File: src/rtl/gpio_debounce.sv
// Per-pin pad conditioning: two-flop synchroniser, stability-count debounce,
// optional per-pin bypass, and a registered one-cycle change strobe.

module gpio_debounce_pin #(
    parameter int DEBOUNCE_CYCLES = 16,
    parameter int CNT_W           = 5
) (
    input  logic clk,
    input  logic rstn_i,
    input  logic pad,
    input  logic bypass,
    output logic val,
    output logic chg
);
    localparam logic [CNT_W-1:0] CNT_LAST = CNT_W'(DEBOUNCE_CYCLES - 1);

    logic             sync1, sync2;
    logic [CNT_W-1:0] cnt, cnt_nxt;
    logic             val_nxt;

    // Any cycle where sync2 agrees with val clears the count, so glitches never accumulate.
    always_comb begin
        val_nxt = val;
        cnt_nxt = '0;
        if (bypass) begin
            val_nxt = sync2;
        end else if (sync2 != val) begin
            if (cnt == CNT_LAST) val_nxt = sync2;
            else                 cnt_nxt = cnt + CNT_W'(1);
        end
    end

    always_ff @(posedge clk or negedge rstn_i) begin
        if (!rstn_i) begin
            sync1 <= 1'b0;
            sync2 <= 1'b0;
            cnt   <= '0;
            val   <= 1'b0;
            chg   <= 1'b0;
        end else begin
            sync1 <= pad;
            sync2 <= sync1;
            cnt   <= cnt_nxt;
            val   <= val_nxt;
            chg   <= val_nxt ^ val;
        end
    end
endmodule

module gpio_debounce #(
    parameter int N_GPIOS         = 8,
    parameter int DEBOUNCE_CYCLES = 16
) (
    input  logic               clk,
    input  logic               rstn_i,
    input  logic [N_GPIOS-1:0] pad_i,
    input  logic [N_GPIOS-1:0] bypass_i,
    output logic [N_GPIOS-1:0] val_o,
    output logic [N_GPIOS-1:0] chg_o
);
    localparam int CNT_W = $clog2(DEBOUNCE_CYCLES + 1);

    for (genvar i = 0; i < N_GPIOS; i++) begin : g_pin
        gpio_debounce_pin #(
            .DEBOUNCE_CYCLES(DEBOUNCE_CYCLES),
            .CNT_W          (CNT_W)
        ) u_pin (
            .clk   (clk),
            .rstn_i(rstn_i),
            .pad   (pad_i[i]),
            .bypass(bypass_i[i]),
            .val   (val_o[i]),
            .chg   (chg_o[i])
        );
    end
endmodule

File: config.mk
export PLATFORM = sky130hd
export DESIGN_NAME = gpio_debounce
export DESIGN_NICKNAME = d
export VERILOG_FILES = /design/src/rtl/gpio_debounce.sv
export SDC_FILE = /design/constraint.sdc
export NUM_CORES = 1
export LEC_CHECK = 0
export CAP_MARGIN = 20
export CORE_ASPECT_RATIO = 1.5
export CORE_MARGIN = 10
export CORE_UTILIZATION = 55
export DETAILED_ROUTE_END_ITERATION = 12
export HOLD_SLACK_MARGIN = 0.02
export MAX_ROUTING_LAYER = met4
export PLACE_DENSITY = 0.84
export SYNTH_ARGS = -nofsm -noshare
export SYNTH_HDL_FRONTEND = slang
export SYNTH_SLANG_ARGS = --single-unit
File: constraint.sdc
create_clock -name clk -period 2.2 [get_ports clk]
set_clock_uncertainty 0.15 [all_clocks]
set_input_delay 0.44 -clock clk [delete_from_list [all_inputs] [get_ports clk]]
set_output_delay 0.44 -clock clk [all_outputs]
set_load 0.005 [all_outputs]
==> results of run 1 <==
## worst reg2reg max path, cell delays in order (launching register included)
cell,delay [ns]
dfrtp_1,0.41
ha_1,0.24
and3_4,0.20
a21oi_4,0.21
mux2_4,0.32
## final timing paths
| check | start | endpoint | slack (ns) | depth (start not counted) |
|---|---|---|---|---|
| setup reg to reg | g_pin[3].u_pin.cnt[0]$_DFF_PN0_ | g_pin[3].u_pin.val$_DFF_PN0_ | 0.57 | 4 |
| setup / recovery | g_pin[5].u_pin.val$_DFF_PN0_ | val_o[5] | 0.31 | 1 |
| hold reg to reg | g_pin[3].u_pin.sync1$_DFF_PN0_ | g_pin[3].u_pin.sync2$_DFF_PN0_ | 0.20 | 0 |
| max in group asynchronous | rstn_i | g_pin[4].u_pin.val$_DFF_PN0_ | 0.91 | 3 |
| hold / removal | g_pin[3].u_pin.sync1$_DFF_PN0_ | g_pin[3].u_pin.sync2$_DFF_PN0_ | 0.20 | 0 |
| min in group asynchronous | rstn_i | g_pin[5].u_pin.sync1$_DFF_PN0_ | 0.45 | 2 |
## sequential cells by signal (all words and copies together), names as in the netlist
signal	count
g_pin.u_pin.cnt	40
g_pin.u_pin.chg	8
g_pin.u_pin.sync1	8
g_pin.u_pin.sync2	8
g_pin.u_pin.val	8
## metrics by stage
step	power [mW]	instances
finish	2.75	313
CTS	2.79	313
floorplan	1.64	209
detailed placement	1.77	296
global route	2.89	313
global placement	1.76	296
## per-layer routing
metal	wire (µm)	vias up
li1	-	767
met2	2420	30
met4	108	0
met3	214	9
met5	0	-
met1	1760	779
## cells by family (layout without fill, tap and decap cells)
| kind of cell | Yosys count | in the layout | share of synthesized area, % |
|---|---|---|---|
| mux | 8 | 8 | 3.87 |
| buf+inv | 23 | 59 | 4.86 |
| simple gates | 65 | 65 | 14.6 |
| xor+xnor | 24 | 24 | 8.98 |
| fa+ha+maj | 8 | 8 | 3.33 |
| compound gates | 9 | 9 | 4.49 |
| flops | 72 | 72 | 59.9 |
## where the power goes
part / switching [mW] / internal, mW / leakage [nW]
registers: 0.0539 / 1.39 / 0.933
clock network: 0.457 / 0.553 / 0.0993
logic: 0.121 / 0.169 / 0.561
## layout make-up
| cell class | count | area (µm²) |
|---|---|---|
| Fill cell | 373 | 1700 |
| Clock buffer | 11 | 141 |
| Multi-Input combinational cell | 114 | 1060 |
| Sequential cell | 72 | 1800 |
| Inverter | 7 | 26.3 |
| Timing Repair Buffer | 36 | 375 |
| Tap cell | 68 | 85.1 |
| Clock inverter | 5 | 56.3 |
## layout by cell type, fill, tap and decap left out, types with 7 or more instances in the layout
cell type        synthesis  layout
mux2_4                   7       7
nor2_1                   9       9
xor2_1                   8       8
nor4_1                   7       7
a21oi_4                  7       7
xnor2_2                  8       8
clkbuf_8                 0      10
nor3b_1                 12      12
xnor2_1                  8       8
clkdlybuf4s50_1          0      32
nand3_1                  9       9
ha_1                     8       8
and3_4                   7       7
nor3_1                  10      10
and3b_1                  7       7
dfrtp_1                 72      72
inv_1                    7       7
==> metrics.log, run 1 <==
[metrics] number of pins with negative max-slew slack in the final report: 0
[metrics] finished layout cell area: 3550 µm²
[metrics] Netlist Area Pre-Place: 3010 µm²
[metrics] setup repair after global routing missed its margin: false
[metrics] clock latency at the later pin of the worst-skew pair: 0.34 ns
[metrics] placement-stage cell area: 3340 µm²
[metrics] synthesis-stage register bit count: 72
[metrics] Slowest cell on crit path: clkdlybuf4s50_1
[metrics] number of distinct library cells after synthesis: 22
[metrics] post-detailed-route count of antenna-violating nets: 0
[metrics] count of max-cap constraint violations: 0
[metrics] number of nets in the layout: between 200 and 300
[metrics] die area: roughly 8900 µm²
[metrics] share of async-settable or async-resettable flops after synthesis: between 90% and 100%
[metrics] Routability Congestion: a little under 0.8
[metrics] final HPWL from detailed placement: ~3400 µm
[metrics] # diodes: 0
[metrics] kind of critical path: reg -> out
[metrics] relative area change from synthesis to final layout: 17.9%
[metrics] count of hold buffers inserted by post-cts repair: 1
[metrics] I/O pin total: 34
[metrics] DRC violation count after routing: 0
[metrics] Die Wd: between 80 and 90 µm
[metrics] average size of a mapped cell: 14.4 µm²
[metrics] largest driver fanout on the critical path: 3
[metrics] number of synthesis warnings: 0
[metrics] number of enable flip-flop cells after synthesis: 0
[metrics] worst slew pin tran: 0.521 ns
[metrics] worst setup slack after layout: 0.309 ns
[metrics] worst slew slack as a fraction of its limit: 65.3%
[metrics] syn nets: 235
[metrics] height of the die: 111 µm
[metrics] clock tree root buffer cell: clkbuf_8
[metrics] vias in the first global route: about 1,800
[metrics] CORE AREA: about 5200 µm²
[metrics] cells traversed along the worst timing path: clkdlybuf4s50_1
[metrics] buffering stage count on the worst path with inverters included: 1
[metrics] delay of the slowest critical-path stage: 0.53 ns
[metrics] ratio of routed vias to standard cells: 5.06
[metrics] global-route usage over all layers: 11.7%
[metrics] drt first pass iters: 4
[metrics] setup TNS: 0 ns
[metrics] routing usage on met3: 3.16%
[metrics] cell with the most instances after synthesis: dfrtp_1
[metrics] sum of overflow across all layers after global routing: 0
[metrics] initial cell density of the core: 57.4%
[metrics] reported leakage power: 1.59 nW
[metrics] Worst Path Required: 1.61 ns
[metrics] CTS HTree Levels: 3
[metrics] DRC marker count from the first detailed-route iteration: 63
[metrics] maximum clock frequency: 529 MHz
[metrics] clock input transition at the sequential cells of the worst setup and hold paths: 0.08 ns
[metrics] critical path's top delay family: buffers and inverters
[metrics] maximum root-to-sink buffer count: 2
[metrics] GR peak layer: met2
[metrics] post-synthesis sequential area ratio: 59.9%
[metrics] type of element capturing the critical path: output pin
[metrics] number of rows in the core area: 32
[metrics] clk sinks: 72
[metrics] endpoints failing hold: 0
[metrics] Post-synth top flop: dfrtp_1
[metrics] total via count in the routed design: 1,585
[metrics] count of buffers from port buffering: 33
[metrics] number of antenna violations at the first check in global routing: 0
[metrics] wire per inst: 14.4 µm
[metrics] post-route clock period utilization: a little under nine tenths
[metrics] global-route met2 utilization: 18.9%
[metrics] final critical delay including setup and external delays: 1.89 ns
[metrics] maximum number of pins on one net before global-route repair: 31
[metrics] global-route wire length before repair: around 8000 µm
[metrics] Worst IR Drop VDD: 0.443 mV
[metrics] kind of path behind the tightest hold check: reg -> reg
[metrics] overall routed net length: 4500 µm
[metrics] area share of the largest cell type after synthesis: 59.9%
[metrics] arrival time at the worst endpoint: between 1 and 1.5 ns
[metrics] count of final setup violators: 0
[metrics] Cell Pwr Density: 775 nW/µm²
[metrics] outcome: finished, final reports clean
[metrics] utilization of the core after routing: 67.7%
[metrics] largest area contributor in the netlist: dfrtp_1
[metrics] Setup Fix Bufs, Post-CTS: 0
[metrics] dominant cells by area after synthesis: dfrtp_1 60%, xnor2_2 4.3%, buf_4 4.0%, a21oi_4 3.8%, mux2_4 3.5%
[metrics] share of final-layout standard cells stronger than drive strength 1: between 20% and 30%
[metrics] Setup WS pre-CTS: 0.465 ns
[metrics] CTS Buf Count: 9
[metrics] global routing met1 resource utilization: between 10% and 20%
[metrics] leading post-synthesis cells by instance count: 72 x dfrtp_1, 16 x buf_4, 12 x nor3b_1
[metrics] CTS tree: yes
[metrics] worst hold margin: between 0.2 and 0.25 ns
[metrics] sort of element at the start of the critical path: register
[metrics] count of instances resized after the clock tree is built: 0
[metrics] cell count after synthesis: 209
No activity file was read; power rests on OpenSTA's default activity.
==> inputs of run 2 (changes only) <==
--- a/config.mk
+++ b/config.mk
@@ -7,12 +7,13 @@
 export LEC_CHECK = 0
 export CAP_MARGIN = 20
 export CORE_ASPECT_RATIO = 1.5
-export CORE_MARGIN = 10
+export CORE_MARGIN = 5
 export CORE_UTILIZATION = 55
 export DETAILED_ROUTE_END_ITERATION = 12
 export HOLD_SLACK_MARGIN = 0.02
 export MAX_ROUTING_LAYER = met4
 export PLACE_DENSITY = 0.84
+export REMOVE_ABC_BUFFERS = 1
 export SYNTH_ARGS = -nofsm -noshare
 export SYNTH_HDL_FRONTEND = slang
 export SYNTH_SLANG_ARGS = --single-unit
==> run 2 against run 1 <==
Power shrank 4.6%. Cell count grew 0.32%. Register-to-register slack better by 0.03 ns. Sequential share of layout area increased by 0.62 points.
==> metrics.log, run 2 (synthesis results as in run 1) <==
[metrics] critical register-to-register path startpoint: g_pin[5].u_pin.cnt[0]$_DFF_PN0_ (was g_pin[3].u_pin.cnt[0]$_DFF_PN0_)
[metrics] wire per inst: 13.0 µm (was 14.4 µm)
[metrics] Worst IR Drop VDD: 0.507 mV (was 0.443 mV)
[metrics] ratio of routed vias to standard cells: 5.03 (was 5.06)
[metrics] commonest non-fill, non-tap cell in the layout: dfrtp_1 (unchanged)
[metrics] maximum clock frequency: 531 MHz (was 529 MHz)
[metrics] DRC marker count from the first detailed-route iteration: 80 (was 63)
[metrics] CORE AREA: 5410 µm² (was 5250 µm²)
[metrics] final non-filler cell total: 314 (was 313)
[metrics] Worst Path Required: 1.61 ns (about the same)
[metrics] placement-stage cell area: 3320 µm² (was 3340 µm²)
[metrics] count of instances resized after the clock tree is built: 0 (unchanged)
[metrics] global-route wire length before repair: 7570 µm (was 8000 µm)
[metrics] clock input transition at the sequential cells of the worst setup and hold paths: 0.08 ns (about the same)
[metrics] drt first pass iters: 4 (unchanged)
[metrics] number of nets in the layout: 265 (was 266)
[metrics] clk sinks: 72 (unchanged)
[metrics] critical path's top delay family: buffers and inverters (unchanged)
[metrics] share of final-layout standard cells stronger than drive strength 1: 20.1% (was 20.4%)
[metrics] worst slew slack as a fraction of its limit: 75.6% (was 65.3%)
[metrics] Die Wd: 70.4 µm (was 80.4 µm)
[metrics] clock tree root buffer cell: clkbuf_8 (unchanged)
[metrics] number of antenna violations at the first check in global routing: 0 (unchanged)
[metrics] Slowest cell on crit path: clkdlybuf4s50_1 (unchanged)
[metrics] # diodes: 0 (unchanged)
[metrics] Routability Congestion: 0.749 (was 0.777)
[metrics] count of final setup violators: 0 (unchanged)
[metrics] CTS Buf Count: 9 (unchanged)
[metrics] setup TNS: 0 ns (unchanged)
[metrics] kind of path behind the tightest hold check: reg -> reg (unchanged)
[metrics] relative area change from synthesis to final layout: 16.5% (was 17.9%)
[metrics] clock latency at the later pin of the worst-skew pair: 0.33 ns (was 0.34 ns)
[metrics] type of element capturing the critical path: output pin (unchanged)
[metrics] sort of element at the start of the critical path: register (unchanged)
[metrics] Cell Pwr Density: 748 nW/µm² (was 775 nW/µm²)
[metrics] maximum number of pins on one net before global-route repair: 73 (was 31)
[metrics] GR peak layer: met2 (unchanged)
[metrics] global routing met1 resource utilization: 16.7% (was 12.2%)
[metrics] placed insts: 297 (was 296)
[metrics] I/O pin total: 34 (unchanged)
[metrics] initial cell density of the core: 55.7% (was 57.4%)
[metrics] final critical delay including setup and external delays: 1.88 ns (was 1.89 ns)
[metrics] height of the die: 101 µm (was 111 µm)
[metrics] post-detailed-route count of antenna-violating nets: 0 (unchanged)
[metrics] flop2flop setup slack: 0.60 ns (was 0.57 ns)
[metrics] length in cells of the worst reg-to-reg path: 4 (unchanged)
[metrics] CTS HTree Levels: 3 (unchanged)
[metrics] delay of the slowest critical-path stage: 0.53 ns (about the same)
[metrics] number of pins with negative max-slew slack in the final report: 0 (unchanged)
[metrics] overall routed net length: 4070 µm (was 4500 µm)
[metrics] utilization of the core after routing: 64.8% (was 67.7%)
[metrics] global-route met2 utilization: 21.9% (was 18.9%)
[metrics] endpoints failing hold: 0 (unchanged)
[metrics] endpoint of the lowest-slack register-to-register path: g_pin[5].u_pin.val$_DFF_PN0_ (was g_pin[3].u_pin.val$_DFF_PN0_)
[metrics] register with the highest flop count: g_pin.u_pin.cnt (unchanged)
[metrics] global-route usage over all layers: 14.1% (was 11.7%)
[metrics] DRC violation count after routing: 0 (unchanged)
[metrics] flip-flop count of the largest register, all copies and words added: 40 (unchanged)
[metrics] Hold Path Depth: 0 (unchanged)
[metrics] reported leakage power: 1.56 nW (was 1.59 nW)
[metrics] outcome: finished, final reports clean (unchanged)
[metrics] count of max-cap constraint violations: 0 (unchanged)
[metrics] count of buffers from port buffering: 33 (unchanged)
[metrics] finished layout cell area: 3510 µm² (was 3550 µm²)
[metrics] setup repair after global routing missed its margin: false (unchanged)
[metrics] CTS tree: yes (unchanged)
[metrics] worst slew pin tran: 0.367 ns (was 0.521 ns)
[metrics] buffering stage count on the worst path with inverters included: 1 (unchanged)
[metrics] final HPWL from detailed placement: 2830 µm (was 3440 µm)
[metrics] routing usage on met3: 3.99% (was 3.16%)
[metrics] post-route clock period utilization: 85.6% (was 85.9%)
[metrics] sum of overflow across all layers after global routing: 0 (unchanged)
[metrics] largest driver fanout on the critical path: 3 (unchanged)
[metrics] hold endpoint: g_pin[7].u_pin.sync2$_DFF_PN0_ (was g_pin[3].u_pin.sync2$_DFF_PN0_)
[metrics] cells traversed along the worst timing path: clkdlybuf4s50_1 (unchanged)
[metrics] number of rows in the core area: 33 (was 32)
[metrics] kind of critical path: reg -> out (unchanged)
[metrics] vias in the first global route: 1,724 (was 1,768)
[metrics] die area: 7080 µm² (was 8890 µm²)
[metrics] maximum root-to-sink buffer count: 2 (unchanged)
[metrics] highest-count cells in the layout ignoring fill and taps: 72 x dfrtp_1, 32 x clkdlybuf4s50_1, 12 x nor3b_1, 10 x nor3_1 (was 72 x dfrtp_1, 32 x clkdlybuf4s50_1, 12 x nor3b_1, 10 x nor3_1, 10 x clkbuf_8)
[metrics] Hold Path Origin: g_pin[7].u_pin.sync1$_DFF_PN0_ (was g_pin[3].u_pin.sync1$_DFF_PN0_)
[metrics] total via count in the routed design: 1,579 (was 1,585)
[metrics] arrival time at the worst endpoint: 1.29 ns (was 1.30 ns)
## run 2: cell count changes in the layout (fill, tap and decap cells not counted), sizes merged
cell,before,now
bufinv,1,0
clkinv,3,2
clkbuf,11,10
inv,7,8
clkinvlp,1,3
buf,3,2
## run 2: where the power goes
part	internal (mW)	switching (mW)
Sequential	1.39	0.0531
Combinational	0.165	0.116
Clock	0.413	0.481
## run 2: cell type report
type | count | area [µm²]
inverter | 7 | 26.3
clock inverter | 6 | 45.0
tap | 70 | 87.6
timing repair buffer | 35 | 355
clock buffer | 10 | 128
sequential | 72 | 1800
fill | 397 | 1900
multi-input combinational | 114 | 1060
## run 2: stage by stage
step / hold WS [ns] / power, mW / setup WS (ns)
after global routing: 0.210 / 2.77 / 0.244
after CTS: 0.201 / 2.67 / 0.285
after floorplan: -0.00559 / 1.60 / 0.675
final: 0.201 / 2.62 / 0.318
after detailed placement: 0.185 / 1.76 / 0.445
after global placement: 0.182 / 1.75 / 0.490
## run 2: worst max-delay path by stage
stage / from / endpoint / slack, ns / cells after the start
after floorplan: g_pin[1].u_pin.cnt[0]$_DFF_PN0_ / g_pin[1].u_pin.val$_DFF_PN0_ / 0.68 / 4
after global placement: bypass_i[4] / g_pin[4].u_pin.val$_DFF_PN0_ / 0.49 / 3
after detailed placement: bypass_i[0] / g_pin[0].u_pin.val$_DFF_PN0_ / 0.45 / 3
after CTS: g_pin[2].u_pin.val$_DFF_PN0_ / val_o[2] / 0.28 / 1
after global routing: g_pin[6].u_pin.val$_DFF_PN0_ / val_o[6] / 0.24 / 1
final: g_pin[7].u_pin.val$_DFF_PN0_ / val_o[7] / 0.32 / 1
## run 2: what timing repair did
item / in CTS / in global routing
hold buffers: 1 / 0
hold endpoints to repair: 72 / 0
buffers inserted: 0 / 0
## run 2: per-layer routing
layer,part of all wire [%],wire length [µm]
met5,0,0
met2,50,2050
met4,1.4,55
met1,44,1810
met3,3.8,153
==> inputs of run 3 (changes only) <==
--- a/config.mk
+++ b/config.mk
@@ -5,6 +5,7 @@
 export SDC_FILE = /design/constraint.sdc
 export NUM_CORES = 1
 export LEC_CHECK = 0
+export ABC_CLOCK_PERIOD_IN_PS = 2200
 export CAP_MARGIN = 20
 export CORE_ASPECT_RATIO = 1.5
 export CORE_MARGIN = 5
==> results of run 3 <==
Final layout, timing and power as in run 2 (identical DEF).
